$ cat config.mk
export PLATFORM = sky130hd
export DESIGN_NAME = stack_ptr_ctrl
export DESIGN_NICKNAME = d
export VERILOG_FILES = /design/src/rtl/stack_pkg.sv /design/src/rtl/stack_ptr_ctrl_inc_dec14b.sv /design/src/rtl/stack_ptr_ctrl.sv
export SDC_FILE = /design/constraint.sdc
export NUM_CORES = 1
export LEC_CHECK = 0
export CORE_UTILIZATION = 42
export DETAILED_ROUTE_END_ITERATION = 16
export GPL_TIMING_DRIVEN = 0
export PLACE_DENSITY = 0.95
export SLEW_MARGIN = 25
export SYNTH_ARGS = -nofsm -noshare
export SYNTH_HDL_FRONTEND = slang
export SYNTH_SLANG_ARGS = --single-unit
$ cat constraint.sdc
create_clock -name clk -period 4.1 [get_ports clk]
set_clock_uncertainty 0.2 [all_clocks]
set_input_delay 0.82 -clock clk [delete_from_list [all_inputs] [get_ports clk]]
set_output_delay 0.82 -clock clk [all_outputs]
set_load 0.005 [all_outputs]
$ cat src/rtl/stack_pkg.sv
// Shared types for the stack controller: default widths, push/pop opcodes,
// and the pop-sequence FSM states.
package stack_pkg;

  localparam int AW_DEF = 14;
  localparam int DW_DEF = 16;

  localparam logic OP_PUSH = 1'b1;
  localparam logic OP_POP  = 1'b0;

  typedef enum logic [1:0] {
    IDLE    = 2'd0,
    RD_WAIT = 2'd1,
    RESP    = 2'd2
  } state_e;

endpackage

$ cat src/rtl/stack_ptr_ctrl_inc_dec14b.sv
// Ripple incrementer/decrementer for the stack pointer (modulo 2**W).
// Ports: sp (current), dir (1=+1, 0=-1), sp_next (result).
module inc_dec14b
  import stack_pkg::*;
#(
  parameter int W = 14
) (
  input  logic [W-1:0] sp,
  input  logic         dir,
  output logic [W-1:0] sp_next
);

  // c[i] is the carry (increment) or borrow (decrement) into bit i.
  // Carry ripples through ones; borrow ripples through zeros.
  logic [W-1:0] c;

  always_comb begin
    c    = '0;
    c[0] = 1'b1;
    for (int i = 0; i < W - 1; i++) begin
      c[i+1] = c[i] & ((dir == OP_PUSH) ? sp[i] : ~sp[i]);
    end
  end

  assign sp_next = sp ^ c;

endmodule

$ cat src/rtl/stack_ptr_ctrl.sv
// Stack controller: owns SP, maps push/pop onto a 1-cycle sync RAM and
// returns popped words with a resp_valid strobe.
// Ports: cmd_valid/cmd_op/cmd_wdata/cmd_ready (command), resp_valid/
// resp_rdata (pop result), mem_addr/mem_we/mem_wdata/mem_rdata (RAM),
// sp/empty/full (status), err/err_clr (illegal-op reporting).
// Build option: STACK_ERR_LOCK_EN makes err sticky and blocks commands
// until err_clr; otherwise err is a one-cycle pulse and err_clr is unused.
module stack_ptr_ctrl
  import stack_pkg::*;
#(
  parameter int AW = AW_DEF,
  parameter int DW = DW_DEF
) (
  input  logic          clk,
  input  logic          rst_n,
  input  logic          cmd_valid,
  input  logic          cmd_op,
  input  logic [DW-1:0] cmd_wdata,
  output logic          cmd_ready,
  output logic          resp_valid,
  output logic [DW-1:0] resp_rdata,
  output logic [AW-1:0] mem_addr,
  output logic          mem_we,
  output logic [DW-1:0] mem_wdata,
  input  logic [DW-1:0] mem_rdata,
  output logic [AW-1:0] sp,
  output logic          empty,
  output logic          full,
  output logic          err,
  input  logic          err_clr
);

  state_e        state_q, state_d;
  logic [AW-1:0] sp_q, sp_d;
  logic [AW-1:0] sp_step;
  logic          resp_valid_q, resp_valid_d;
  logic [DW-1:0] resp_rdata_q, resp_rdata_d;
  logic          err_q, err_d;

  logic lock;
  logic accept;
  logic push_ok;
  logic pop_ok;
  logic illegal;

  assign empty = (sp_q == '0);
  assign full  = (sp_q == '1);

`ifdef STACK_ERR_LOCK_EN
  assign lock = err_q;
`else
  assign lock = 1'b0;
  logic err_clr_unused;
  assign err_clr_unused = err_clr;
`endif

  assign cmd_ready = (state_q == IDLE) && !lock;
  assign accept    = cmd_valid && cmd_ready;
  assign push_ok   = accept && (cmd_op == OP_PUSH) && !full;
  assign pop_ok    = accept && (cmd_op == OP_POP) && !empty;
  // Handshake completes but the op is dropped.
  assign illegal   = accept && !push_ok && !pop_ok;

  // Direction follows the opcode: sp+1 for push, sp-1 for pop.
  inc_dec14b #(
    .W(AW)
  ) u_step (
    .sp     (sp_q),
    .dir    (cmd_op),
    .sp_next(sp_step)
  );

  // Pop reads below SP, so the decremented value is the read address.
  assign mem_we    = push_ok;
  assign mem_wdata = cmd_wdata;
  assign mem_addr  = pop_ok ? sp_step : sp_q;

  always_comb begin
    state_d      = state_q;
    sp_d         = sp_q;
    resp_valid_d = 1'b0;
    resp_rdata_d = resp_rdata_q;
    unique case (state_q)
      IDLE: begin
        if (push_ok) begin
          sp_d = sp_step;
        end
        if (pop_ok) begin
          sp_d    = sp_step;
          state_d = RD_WAIT;
        end
      end
      RD_WAIT: begin
        resp_rdata_d = mem_rdata;
        resp_valid_d = 1'b1;
        state_d      = RESP;
      end
      RESP: begin
        state_d = IDLE;
      end
      default: begin
        state_d = IDLE;
      end
    endcase
  end

  always_comb begin
`ifdef STACK_ERR_LOCK_EN
    err_d = err_q;
    if (err_clr) begin
      err_d = 1'b0;
    end else if (illegal) begin
      err_d = 1'b1;
    end
`else
    err_d = illegal;
`endif
  end

  always_ff @(posedge clk or negedge rst_n) begin
    if (!rst_n) begin
      state_q      <= IDLE;
      sp_q         <= '0;
      resp_valid_q <= 1'b0;
      resp_rdata_q <= '0;
      err_q        <= 1'b0;
    end else begin
      state_q      <= state_d;
      sp_q         <= sp_d;
      resp_valid_q <= resp_valid_d;
      resp_rdata_q <= resp_rdata_d;
      err_q        <= err_d;
    end
  end

  assign sp         = sp_q;
  assign resp_valid = resp_valid_q;
  assign resp_rdata = resp_rdata_q;
  assign err        = err_q;

endmodule
# == After elaboration in Yosys (flattened, before gate mapping) ==
# Index checks and enable logic that the tools add are counted.
# word_totals
out_inout_bits,66
ff_bits,34
# op_classes
bitwise_logic,27
reduce_logical,15
mux,19
n_eq_ne,3
# ops
operator,count
$mux W14,3
$eq A14 B14 Y1 const B,1
$logic_not A14 Y1,1
$mux W1,14
$not A1 Y1,14
$xor A14 B14 Y14,1
$and A1 B1 Y1,12
$logic_and A1 B1 Y1,7
$logic_not A1 Y1,4
$pmux W2 S2,1
$eq A2 B1 Y1 const B,1
$logic_not A2 Y1,1
$mux W2,1
$ne A2 B1 Y1 const B,1
$reduce_and A2 Y1,1
$reduce_bool A2 Y1,1

# == Logic depth before layout (Yosys ltp) ==
# Gate-level depths: netlist of run 1.
# depth
depth_word,17
ltp_mapped,9

# == Hierarchy ==
# Synthesis of run 1 repeated with hierarchy kept, for this count alone.
# unflattened
hier_cells,171
area_unflattened_um2,2058.2
# by_module_without_submodules
mod,cells_each,instances,area_each_um2,seq_area_each_um2
stack_ptr_ctrl,120,1,1679.1,850.8
inc_dec14b,51,1,379.1,0.0

# == Worst setup path after synthesis of run 1 ==
# Ideal clock, no wire load.
# synth_path
path_type,input to output
from,in cmd_op
to,out mem_addr[2]
arrival_time_ps,2455
required_ps,3080
cell_stages,5
setup_slack_ps,625
cell_sequence,clkbuf_1 > nor4b_1 > o21ai_4 > or3_1 > xnor2_1
# synth_between
elab_chain_len,4
elab_cells_between_ends,8
# synth_rtl
item,line,text
from (decl),stack_ptr_ctrl.sv:17,"input logic cmd_op,"
$mux W1 or $not A1 Y1 (tied branches),"stack_ptr_ctrl_inc_dec14b.sv:21, stack_ptr_ctrl.sv:60",
$and A1 B1 Y1 or $logic_and A1 B1 Y1 (tied branches),"stack_ptr_ctrl_inc_dec14b.sv:21, stack_ptr_ctrl.sv:60",
$xor A14 B14 Y14 or $logic_and A1 B1 Y1 (tied branches),"stack_ptr_ctrl_inc_dec14b.sv:25, stack_ptr_ctrl.sv:60",
$mux W14 *,stack_ptr_ctrl.sv:76,assign mem_addr = pop_ok ? sp_step : sp_q;
to (decl),stack_ptr_ctrl.sv:22,"output logic [AW-1:0] mem_addr,"
# Mark *: on every way between the ends. The rest lies on a longest branch, timed or not.

# == Worst setup path after layout of run 1 ==
# layout_path
from,"reg sp_q[5], in the netlist sp[5]"
to,out mem_addr[10]
# layout_between
elab_chain_len,9
elab_cells_between_ends,12
# layout_rtl
item,line,text
from (decl),stack_ptr_ctrl.sv:34,"logic [AW-1:0] sp_q, sp_d;"
from (signal assigned),stack_ptr_ctrl.sv:129,sp_q <= sp_d;
$not A1 Y1,stack_ptr_ctrl_inc_dec14b.sv:21,c[i+1] = c[i] & ((dir == OP_PUSH) ? sp[i] : ~sp[i]);
$mux W1,stack_ptr_ctrl_inc_dec14b.sv:21,
$and A1 B1 Y1 (5 in series),stack_ptr_ctrl_inc_dec14b.sv:21,
$xor A14 B14 Y14,stack_ptr_ctrl_inc_dec14b.sv:25,assign sp_next = sp ^ c;
$mux W14 *,stack_ptr_ctrl.sv:76,
# Marks and branches as above.

==> run metrics, run 1 <==
gr usage total 0.2003; clock transition at the registers of the reported paths 70 ps; Overall Power 1784 uW; final core occ 0.6861; Total Wirelength 4802 um; row count 24; CTS Root Cell clkbuf_8; gpl congestion 0.8143; via/cell ratio 5.157; Max Clk Rate 250.1 MHz; initial antenna violation count 0; met1 WL 1931 um; nature of the critical path endpoint primary output; sequential cell area 850.8 sq um; worst-margin pin slew 649.5 ps; H-tree Lvls 2; TritonCTS buffer count 5; switching share of power 0.3225; hold buffers post-CTS 0; DIE AREA 4844 sq um; DRC errors left 0; fin crit period 3999 ps; Reg power frac 0.322; CP Max Fanout 8; Synth warnings 0; Hold Fails Final Rpt 0; Initial DRC Count 107; switching power 575.2 uW; Worst IR Drop VDD 0.3186 mV; dpl hpwl 3516 um; drt wl/cell 14.78 um; chip width 69.60 um; vias 1676; die height 69.60 um; Mapped Cells 179; clock latency on the worst-skew pair 280 ps; vias in the first global route 1662; share of total power in the clock network 0.167; met3 WL post-DR 347 um; WHS 162.9 ps; sequential share of the synthesized area 0.4433; pin count of the biggest net entering global routing 30; Max Root-Sink Buffers 2; post-detailed-route count of antenna-violating nets 0; Pwr Density 593.0 nW/um^2; Synth Register Bits 34; Slew Limit Fails 0; Cell variety after synth 42; Setup crit start kind flip-flop; Crit Path Category flip-flop to primary output; number of max-cap violations 0; global route overflow 0; CTS sink cnt 34; Avg Synthesized Cell Area 10.72 sq um; Slew headroom 0.5670; share of cells above drive strength 1 0.2271; RSZ-0062 raised after global routing false; # fillers 358; area grow syn2layout 56.71%; fin nets 309; top layer reached by signal wires met4; CP required 3080 ps; Syn Nets 216; Initial Util 0.4378; core area 4384 sq um; status completed; drt pass-1 iters 4; Diodes inserted 0; synthesized area 1919 sq um; count of final setup violators 0; I/O Buffers 84; area occupied by multi-input gates 904.6 sq um; Pleak 0.001305 uW; Final Cycle Share 0.9753; internal power 1208 uW; first-pass GRT wire length 7686 um; CTS tree built; Detail Route met2 WL 2463 um; Gate power share 0.512; worst path arrival time 2980 ps; worst hold path class input pin to asynchronous set/reset pin; num ports 103
==> layer usage <==
metal | track usage | vias to the layer above
li1 | - | 790
met1 | 0.2293 | 792
met2 | 0.3581 | 88
met3 | 0.05959 | 6
met4 | 0.05896 | 0
met5 | 0 | -
==> cell families (layout without fill, tap and decap cells) <==
family	Yosys count	count (layout)	share of synthesized area
XOR/XNOR	25	25	0.1141
AO/OA/AOI/OAI	27	27	0.1089
multiplexers	18	18	0.1043
flip-flops	34	34	0.4433
buffers and inverters	32	126	0.1037
AND/OR/NAND/NOR	43	43	0.1258
==> layout make-up <==
type	count	area share
Tap cell	52	0.02163
Buffer	29	0.06240
Multi-Input combinational cell	113	0.3007
Clock inverter	3	0.01331
Inverter	2	0.003328
Clock buffer	5	0.02288
Sequential cell	34	0.2829
Timing Repair Buffer	87	0.2928
==> power groups by stage <==
stage	Sequential [uW]	Clock, uW	Combinational, uW
final	574	297	913
after global routing	596	320	976
after CTS	565	306	915
after detailed placement	569	0	903
after global placement	558	0	875
after floorplan	565	0	405
==> state kept, by name (all words and copies together) (netlist names) <==
name and count:
resp_valid 1, err 1, state_q 2, resp_rdata 16
sp 14
==> cells in the final DEF (no fill, tap or decap), types with 4 or more instances in the layout <==
master / instances
clkbuf_1: 8
dlymetal6s2s_1: 4
mux2_2: 16
dfrtp_1: 34
nor2_1: 6
o211ai_1: 5
clkdlybuf4s50_1: 79
nand2_1: 7
o21ai_0: 5
clkbuf_8: 5
o21ai_2: 4
buf_4: 19
xnor2_1: 24
==> Yosys cell counts, drive strengths merged <==
library cell	number	area share
dfrtp	34	0.44
xnor2	24	0.11
buf	21	0.081
mux2	16	0.094
o21ai	13	0.048
clkbuf	9	0.018
nand2	7	0.014
nor2	7	0.015
o211ai	5	0.020
and3	3	0.0098
nand4	3	0.0098
nor3	3	0.0078
nor4	3	0.0098
o22ai	3	0.016
or3	3	0.0098
inv	2	0.0052
mux2i	2	0.010
nand2b	2	0.0065
nand3	2	0.0052
nor2b	2	0.0065
o31ai	2	0.0078
or4	2	0.0078
a21boi	1	0.0039
a21o	1	0.0039
and2	1	0.0033
and4	1	0.0046
nand3b	1	0.0039
nand4b	1	0.0046
nor4b	1	0.0046
o211a	1	0.0052
o41ai	1	0.0046
or2	1	0.0033
xor2	1	0.0046
==> final timing paths <==
path	start	end	slack, ps	depth (start not counted)
max reg2reg	sp[5]	err	1460	9
min	rst_n	sp[11]	160	1
max in group asynchronous	rst_n	sp[12]	3150	2
max	sp[5]	mem_addr[10]	100	9
min in group clk	resp_rdata[2]	resp_rdata[2]	310	1
min reg2reg	resp_rdata[2]	resp_rdata[2]	310	1
==> metrics by stage <==
stage,cells,cell area [sq um],TNS (ps),setup WS (ps)
3_5_place_dp,316,2840,-2402,-362.6
4_1_cts,325,2972,0,5.634
6_report,325,3008,0,101.1
3_3_place_gp,315,2825,-1324,-234.4
5_1_grt,325,3008,0,14.79
2_1_floorplan,179,1919,0,625.4
==> worst max-delay path: stages (launching register included) <==
cell             delay (ps)
dfrtp_1                 390
buf_6                   140
or4_1                   530
or3_1                   340
buf_4                   180
o21ai_4                 220
buf_4                   160
o31ai_1                  70
o21ai_0                 130
clkdlybuf4s50_1         550
==> timing repair <==
item | 4_1_cts | 5_1_grt
pin swaps | 1 | 1
endpoints found under the setup margin | 12 | 8
resized for setup | 3 | 9
setup buffers | 1 | 1
No activity file was read; power rests on OpenSTA's default activity.
==> run 2, diff against run 1 <==
Settings changed: SKIP_LAST_GASP set to 1.
==> run 2 against run 1 <==
Net effect: via count unchanged; highest routed layer unchanged; non-clock buffer count is the same; die area stayed put; cell area about the same; sequential cell count stayed put.
==> run metrics, run 2 (synthesis results as in run 1) <==
fin nets 309 (unchanged); number of max-cap violations 0 (unchanged); worst path arrival time 2980 ps (about the same); Crit Path Category flip-flop to primary output; num ports 103 (unchanged); Worst IR Drop VDD 0.3186 mV (about the same); DRC errors left 0 (unchanged); most frequent cells in the layout clkdlybuf4s50_1, dfrtp_1, xnor2_1; vias 1676 (unchanged); CTS tree built; Initial DRC Count 107 (unchanged); dpl hpwl 3516 um (unchanged); worst-margin pin slew 649.5 ps (unchanged); # fillers 358 (unchanged); count of final setup violators 0 (unchanged); Placed Area 2840 sq um (unchanged); status completed; Total Wirelength 4803 um (about the same); first-pass GRT wire length 7686 um (unchanged); TritonCTS buffer count 5 (unchanged); row count 24 (unchanged); drt wl/cell 14.78 um (about the same); commonest non-fill, non-tap cell in the layout clkdlybuf4s50_1; core area 4384 sq um (unchanged); post-detailed-route count of antenna-violating nets 0 (unchanged); Pwr Density 594.0 nW/um^2 (+0.16%); CP required 3080 ps (about the same); clock transition at the registers of the reported paths 70 ps (about the same); Diodes inserted 0 (unchanged); Max Root-Sink Buffers 2 (unchanged); Setup crit start kind flip-flop; initial antenna violation count 0 (unchanged); die height 69.60 um (unchanged); Reg2Reg Setup Slack 1460 ps (about the same); CTS Root Cell clkbuf_8; Max Clk Rate 249.7 MHz (-0.15%); Final Cycle Share 0.9768 (+0.001432); CP Max Fanout 8 (unchanged); Slew headroom 0.5670 (unchanged); I/O Buffers 84 (unchanged); share of cells above drive strength 1 0.2271 (unchanged); drt pass-1 iters 4 (unchanged); Initial Util 0.4378 (unchanged); DIE AREA 4844 sq um (unchanged); hold buffers post-CTS 0 (unchanged); Hold Fails Final Rpt 0 (unchanged); fin crit period 4005 ps (+5.871 ps); clock latency on the worst-skew pair 280 ps (about the same); RSZ-0062 raised after global routing true; Overall Power 1785 uW (about the same); gr usage total 0.2003 (unchanged); gpl congestion 0.8143 (unchanged); via/cell ratio 5.157 (unchanged); nature of the critical path endpoint primary output; H-tree Lvls 2 (unchanged); Slew Limit Fails 0 (unchanged); pin count of the biggest net entering global routing 30 (unchanged); max reg flops 16 (unchanged); global route overflow 0 (unchanged); vias in the first global route 1662 (unchanged); Pleak 0.001290 uW (-1.2%); worst hold path class input pin to asynchronous set/reset pin; chip width 69.60 um (unchanged); area grow syn2layout 56.58% (about the same); CTS sink cnt 34 (unchanged); post-route cell area 3005 sq um (about the same)
==> run 2: through the flow <==
| step | worst slack (ps) | utilization | setup TNS [ps] | std cells | hold WS, ps |
|---|---|---|---|---|---|
| 5_1_grt | -24.97 | 0.6855 | -24.97 | 325 | 165.9 |
| 3_5_place_dp | -362.6 | 0.6478 | -2402 | 316 | 266.0 |
| 2_1_floorplan | 625.4 | - | 0 | 179 | 247.5 |
| 3_3_place_gp | -234.4 | 0.6444 | -1324 | 315 | 262.6 |
| 6_report | 95.22 | 0.6855 | 0 | 325 | 162.9 |
| 4_1_cts | 5.634 | 0.6778 | 0 | 325 | 161.6 |
==> run 2: critical path: stages (launching register included) <==
cell	delay (ps)
dfrtp_1	390
buf_6	140
or4_1	530
or3_1	340
buf_4	180
o21ai_4	220
buf_4	160
nor2_1	60
xor2_1	160
clkdlybuf4s50_1	530
==> run 2: metal layers <==
| metal | share of wire | track usage | vias to the layer above | wire length, um |
|---|---|---|---|---|
| met5 | 0 | 0 | - | 0 |
| met4 | 0.012 | 0.05896 | 0 | 59 |
| met3 | 0.072 | 0.05959 | 6 | 346 |
| met2 | 0.51 | 0.3581 | 88 | 2462 |
| met1 | 0.40 | 0.2293 | 792 | 1935 |
| li1 | - | - | 790 | - |
==> run 2: path summary, 6_finish.rpt <==
kind | start | endpoint | cells after the start
max reg2reg | sp[5] | err | 9
max in group asynchronous | rst_n | sp[12] | 2
min | rst_n | sp[11] | 1
min in group clk | resp_rdata[2] | resp_rdata[2] | 1
min reg2reg | resp_rdata[2] | resp_rdata[2] | 1
max | sp[5] | mem_addr[9] | 9
==> run 2: cell type report <==
type | instances | area, sq um | share of cell area
Multi-Input combinational cell | 113 | 904.6 | 0.3010
Clock inverter | 3 | 40.04 | 0.01332
Inverter | 2 | 10.01 | 0.003331
Buffer | 29 | 187.7 | 0.06245
Clock buffer | 5 | 68.82 | 0.02290
Sequential cell | 34 | 850.8 | 0.2831
Tap cell | 52 | 65.06 | 0.02165
Timing Repair Buffer | 87 | 878.3 | 0.2923
==> run 2: power by group <==
group	switching (uW)	internal, uW	total, uW
Combinational	345	569	914
Clock	119	179	297
Sequential	112	462	574
==> run 2: what timing repair did <==
item	in CTS	in global routing
setup buffers	1	1
gates cloned	0	0
pin swaps	1	1
gates resized for setup	3	8
endpoints found under the setup margin	12	8
